<file path="config.mk">
export PLATFORM = sky130hd
export DESIGN_NAME = booth_seq_mult
export DESIGN_NICKNAME = d
export VERILOG_FILES = /design/src/rtl/booth_seq_mult.sv
export SDC_FILE = /design/constraint.sdc
export NUM_CORES = 1
export LEC_CHECK = 0
export BUFFER_PORTS_ARGS = -buffer_cell sky130_fd_sc_hd__buf_2
export CAP_MARGIN = 30
export CORE_MARGIN = 2
export CORE_UTILIZATION = 50
export CTS_CLUSTER_SIZE = 25
export DETAILED_ROUTE_END_ITERATION = 8
export GPL_ROUTABILITY_DRIVEN = 0
export HOLD_SLACK_MARGIN = 0.15
export PLACE_DENSITY = 0.72
export SLEW_MARGIN = 5
export SYNTH_ARGS = -nofsm -noshare
export SYNTH_HDL_FRONTEND = slang
export SYNTH_SLANG_ARGS = --single-unit
</file>
<file path="constraint.sdc">
create_clock -name i_clk -period 2.1 [get_ports i_clk]
set_input_delay 0.315 -clock i_clk [delete_from_list [all_inputs] [get_ports i_clk]]
set_output_delay 0.315 -clock i_clk [all_outputs]
set_load 0.03 [all_outputs]
</file>
<file path="src/rtl/booth_seq_mult.sv">
`default_nettype none
// ============================================================================
//  Module   : booth_seq_mult
//  Brief    : Sequential radix-2 Booth multiplier, signed or unsigned operands,
//             one Booth step per clock, ready/valid result handshake.
//  Revision : 1.0  initial release
// ============================================================================
module booth_seq_mult #(
    parameter int DATA_WIDTH = 4,
    parameter int CNT_WIDTH  = 3
) (
    input  logic                    i_clk,
    input  logic                    i_rst_n,
    input  logic                    i_start,
    input  logic                    i_signed,
    input  logic [DATA_WIDTH-1:0]   i_multiplicand,
    input  logic [DATA_WIDTH-1:0]   i_multiplier,
    input  logic                    i_out_ready,
    output logic                    o_ready,
    output logic                    o_busy,
    output logic                    o_valid,
    output logic [2*DATA_WIDTH-1:0] o_product
);

    localparam int N = DATA_WIDTH;

    // Counter value on which the (N+1)th and final Booth step is taken.
    localparam logic [CNT_WIDTH-1:0] c_LAST_STEP = CNT_WIDTH'(DATA_WIDTH);

    typedef enum logic [1:0] {
        ST_IDLE = 2'd0,
        ST_RUN  = 2'd1,
        ST_DONE = 2'd2
    } state_t;

    state_t r_state;
    state_t w_state_next;

    // Datapath: operands are carried one bit wider than N so that unsigned
    // values become non-negative signed values and one Booth engine serves
    // both modes. A is one bit wider again so A +/- M can never overflow.
    logic [N+1:0]         r_a;
    logic [N:0]           r_q;
    logic [N:0]           r_m;
    logic                 r_q_1;
    logic [CNT_WIDTH-1:0] r_cnt;
    logic [2*N-1:0]       r_product;

    logic                 w_accept;
    logic                 w_last_step;
    logic [N:0]           w_m_in;
    logic [N:0]           w_q_in;
    logic [N+1:0]         w_m_ext;
    logic [N+1:0]         w_a_sum;
    logic [N+1:0]         w_a_shift;
    logic [N:0]           w_q_shift;

    assign w_last_step = (r_cnt == c_LAST_STEP);

    // Operand extension selected by the mode bit captured with the start.
    assign w_m_in  = i_signed ? {i_multiplicand[N-1], i_multiplicand} : {1'b0, i_multiplicand};
    assign w_q_in  = i_signed ? {i_multiplier[N-1],   i_multiplier}   : {1'b0, i_multiplier};
    assign w_m_ext = {r_m[N], r_m};

    // Booth add/subtract decision on {Q0, Q-1}.
    always_comb begin
        w_a_sum = r_a;
        case ({r_q[0], r_q_1})
            2'b01:   w_a_sum = r_a + w_m_ext;
            2'b10:   w_a_sum = r_a - w_m_ext;
            default: w_a_sum = r_a;
        endcase
    end

    // Arithmetic shift right of {A, Q, Q-1} by one bit.
    assign w_a_shift = {w_a_sum[N+1], w_a_sum[N+1:1]};
    assign w_q_shift = {w_a_sum[0], r_q[N:1]};

    // State register.
    always_ff @(posedge i_clk or negedge i_rst_n) begin
        if (!i_rst_n) begin
            r_state <= ST_IDLE;
        end else begin
            r_state <= w_state_next;
        end
    end

    // Next-state logic and handshake outputs.
    always_comb begin
        w_state_next = r_state;
        w_accept     = 1'b0;
        o_ready      = 1'b0;
        o_busy       = 1'b0;
        o_valid      = 1'b0;
        case (r_state)
            ST_IDLE: begin
                o_ready = 1'b1;
                if (i_start) begin
                    w_accept     = 1'b1;
                    w_state_next = ST_RUN;
                end
            end
            ST_RUN: begin
                o_busy = 1'b1;
                if (w_last_step) begin
                    w_state_next = ST_DONE;
                end
            end
            ST_DONE: begin
                o_valid = 1'b1;
                o_ready = i_out_ready;
                if (i_out_ready) begin
                    if (i_start) begin
                        w_accept     = 1'b1;
                        w_state_next = ST_RUN;
                    end else begin
                        w_state_next = ST_IDLE;
                    end
                end
            end
            default: begin
                w_state_next = ST_IDLE;
            end
        endcase
    end

    // Operand capture, Booth iteration and result capture.
    always_ff @(posedge i_clk or negedge i_rst_n) begin
        if (!i_rst_n) begin
            r_a       <= '0;
            r_q       <= '0;
            r_m       <= '0;
            r_q_1     <= 1'b0;
            r_cnt     <= '0;
            r_product <= '0;
        end else if (w_accept) begin
            r_a   <= '0;
            r_q   <= w_q_in;
            r_m   <= w_m_in;
            r_q_1 <= 1'b0;
            r_cnt <= '0;
        end else if (r_state == ST_RUN) begin
            r_a   <= w_a_shift;
            r_q   <= w_q_shift;
            r_q_1 <= r_q[0];
            r_cnt <= r_cnt + 1'b1;
            // The low 2N bits of the final {A,Q} are the exact product.
            if (w_last_step) begin
                r_product <= {w_a_shift[N-2:0], w_q_shift};
            end
        end
    end

    assign o_product = r_product;

endmodule
`default_nettype wire
</file>
==> results.tsv <==
metric	value	unit
status	complete, no violations	
overflow	0	
critPathLaunchType	flop	
die_area	0.003605	mm^2
start_util	51.86	%
clk_pin_slew_worst_paths	0.09	ns
setup_viol	0	
grt_pass1_wl	5.464	mm
syn-num-nets	188	
portBuffers	23	
max_freq	0.4920	GHz
cp-startpoint	r_m[1]	
rows	20	
dp_hpwl	2.265	mm
wl	3.297	mm
cts_buffers	5	
drive_above_1_share	30.26	%
grt_max_degree	30	
grt_use_total	20.97	%
worstRegToRegCells	10	
endpoint_kind	flop	
cts_max_path_buffers	2	
rr_endpoint	r_a[4]	
synth_seq_cells	29	
worstPathArrival	2.25	ns
drtPass1Iterations	4	
slowest_delay	0.39	ns
design_area	0.001892	mm^2
crit_end	r_a[4]	
io_pins	24	
post-route-util	62.48	%
cts.sinks	29	
cts_tree	done	
final_common_cell	dfrtp_1	
layout_common_cells	dfrtp_1, nand2_1, buf_2, nand3_1, o21ai_0	
cp_num_buf_inv	2	
cp.depth	10	
worstPathRequired	2.32	ns
placed_cell_area	0.001725	mm^2
ys_seq_area_share	46.22	%
worst_slew_pin_slew	0.6547	ns
syn_avg_cell_area	9.517	um^2
cp_max_fo	2	
drtIter0Drc	33	
drv_slew	0	
syn-cell-area	0.001570	mm^2
slowest_stage	dfrtp_1	
worst-r2r-setup-slack	0.07	ns
ys_warn_count	0	
die_width	60.04	um
cpLargestDelayFamily	flip-flops	
rsz0062_at_grt	true	
skew	0.007508	ns
wire_per_inst	13.79	um
clock-root-buffer	clkbuf_4	
drcViolationCount	0	
ant_nets	0	
die_y	60.04	um
crit_type	flop to flop	
grt_antenna_before_repair	0	
fin_crit_sh	96.78	%
n_antenna_cell	0	
clock_latency	0.33	ns
num-nets-final	217	
whs	0.1789	ns
synth.distinct_cells	32	
core_region_area	0.003028	mm^2
r2r-start	r_m[1]	
vias	1292	
tns	0	ns
grt_pass1_vias	1249	
hold_path_class	input pin to flop	
maxCapViolations	0	
crit_path_cell_trace	inv_2, ha_4, mux2_4, inv_2, ha_4, nor2b_4, o2111ai_2, nand4b_1, xnor2_1, a21oi_1	
hold_viol	0	
finalCriticalPeriod	2.032	ns
h-tree-depth	2	
synthCells	165	
slew_headroom	56.35	%
via_per_inst	5.406	
synthToLayoutAreaGrowth	20.48	%
-- synth_stat cells --
master     instances  area [um^2]
buf_2              3        15.01
fa_1               1        20.02
o211ai_1           3        22.52
a21oi_1            7        35.03
buf_4              1        7.510
nand2b_1           2        12.51
and2_1             2        12.51
o2111ai_1          1        8.760
mux2_4             1        15.01
o31ai_1            2        15.01
nand2_1           26        97.59
mux2_2             6        67.56
o21ai_0           12        60.06
a22o_1             1        8.760
buf_6              1        11.26
nor3_1             1        5.000
xnor2_1            6        52.55
or2_0              1        6.260
nand3_1           15        75.07
nor2b_1            2        12.51
inv_2              1        3.750
nand2_2            1        6.260
dfrtp_1           29        725.7
ha_1               9        112.6
o21ai_1            1        5.000
clkbuf_1           3        11.26
nor4_2             1        12.51
inv_1             11        41.29
xor2_1             3        26.28
a22oi_1            4        30.03
nand4b_1           1        8.760
nor2_1             7        26.28
-- how the worst min path moves through the flow --
stage | from | to | slack, ns | cells past startpoint
6_report | i_multiplicand[2] | r_m[2] | 0.18 | 3
5_1_grt | i_multiplicand[2] | r_m[2] | 0.16 | 3
2_1_floorplan | i_rst_n | o_product[0] | 0.02 | 0
3_5_place_dp | i_rst_n | o_product[0] | 0.37 | 1
3_3_place_gp | i_rst_n | o_product[0] | 0.37 | 1
4_1_cts | i_multiplicand[2] | r_m[2] | 0.18 | 3
-- layer usage --
| metal | routed length, um | part of all wire (%) | track usage [%] |
|---|---|---|---|
| met1 | 1473 | 45 | 25.87 |
| met2 | 1576 | 48 | 32.14 |
| met3 | 178 | 5.4 | 8.658 |
| met4 | 68 | 2.1 | 9.206 |
| met5 | 0 | 0 | 0 |
-- layout make-up --
cell class              count  area [um^2]
clock buffers               7        65.06
clock inverters             1        5.005
fillers                   257         1136
inverters                  12        45.04
multi-input cells         116        822.0
flip-flops and latches     29        725.7
well taps                  44        55.05
repair buffers             30        173.9
-- tightest hold or removal path, cell delays in order --
cell and delay, ns:
buf_2 0.08, nand2_1 0.04, nand2_1 0.04
-- stage by stage --
stage          std cells  worst slack [ns]
2_1_floorplan        165            0.1053
5_1_grt              239          -0.03940
3_3_place_gp         228           0.09126
6_report             239           0.06766
4_1_cts              237           0.01852
3_5_place_dp         228           0.04483
-- repair_timing --
item	CTS	global route
gates resized for setup	0	17
hold endpoints to repair	29	0
buffers inserted	0	2
setup endpoints to repair	0	6
hold buffers	1	0
-- registers in the layout, indices dropped and copies added (netlist names) --
signal,flops
o_product,8
r_a,5
r_cnt,3
r_m,5
r_q,5
r_q_1,1
r_state,2
-- cells by family after synthesis --
kind of cell / after synthesis / share of synthesized area (%)
compound gates: 31 / 11.79
mux: 7 / 5.258
simple gates: 59 / 17.53
xor+xnor: 9 / 5.020
fa+ha+maj: 10 / 8.446
flops: 29 / 46.22
buf+inv: 20 / 5.737
Power is not shown: default switching activity piles up to over one toggle a cycle in this logic, so the estimate is an artifact.
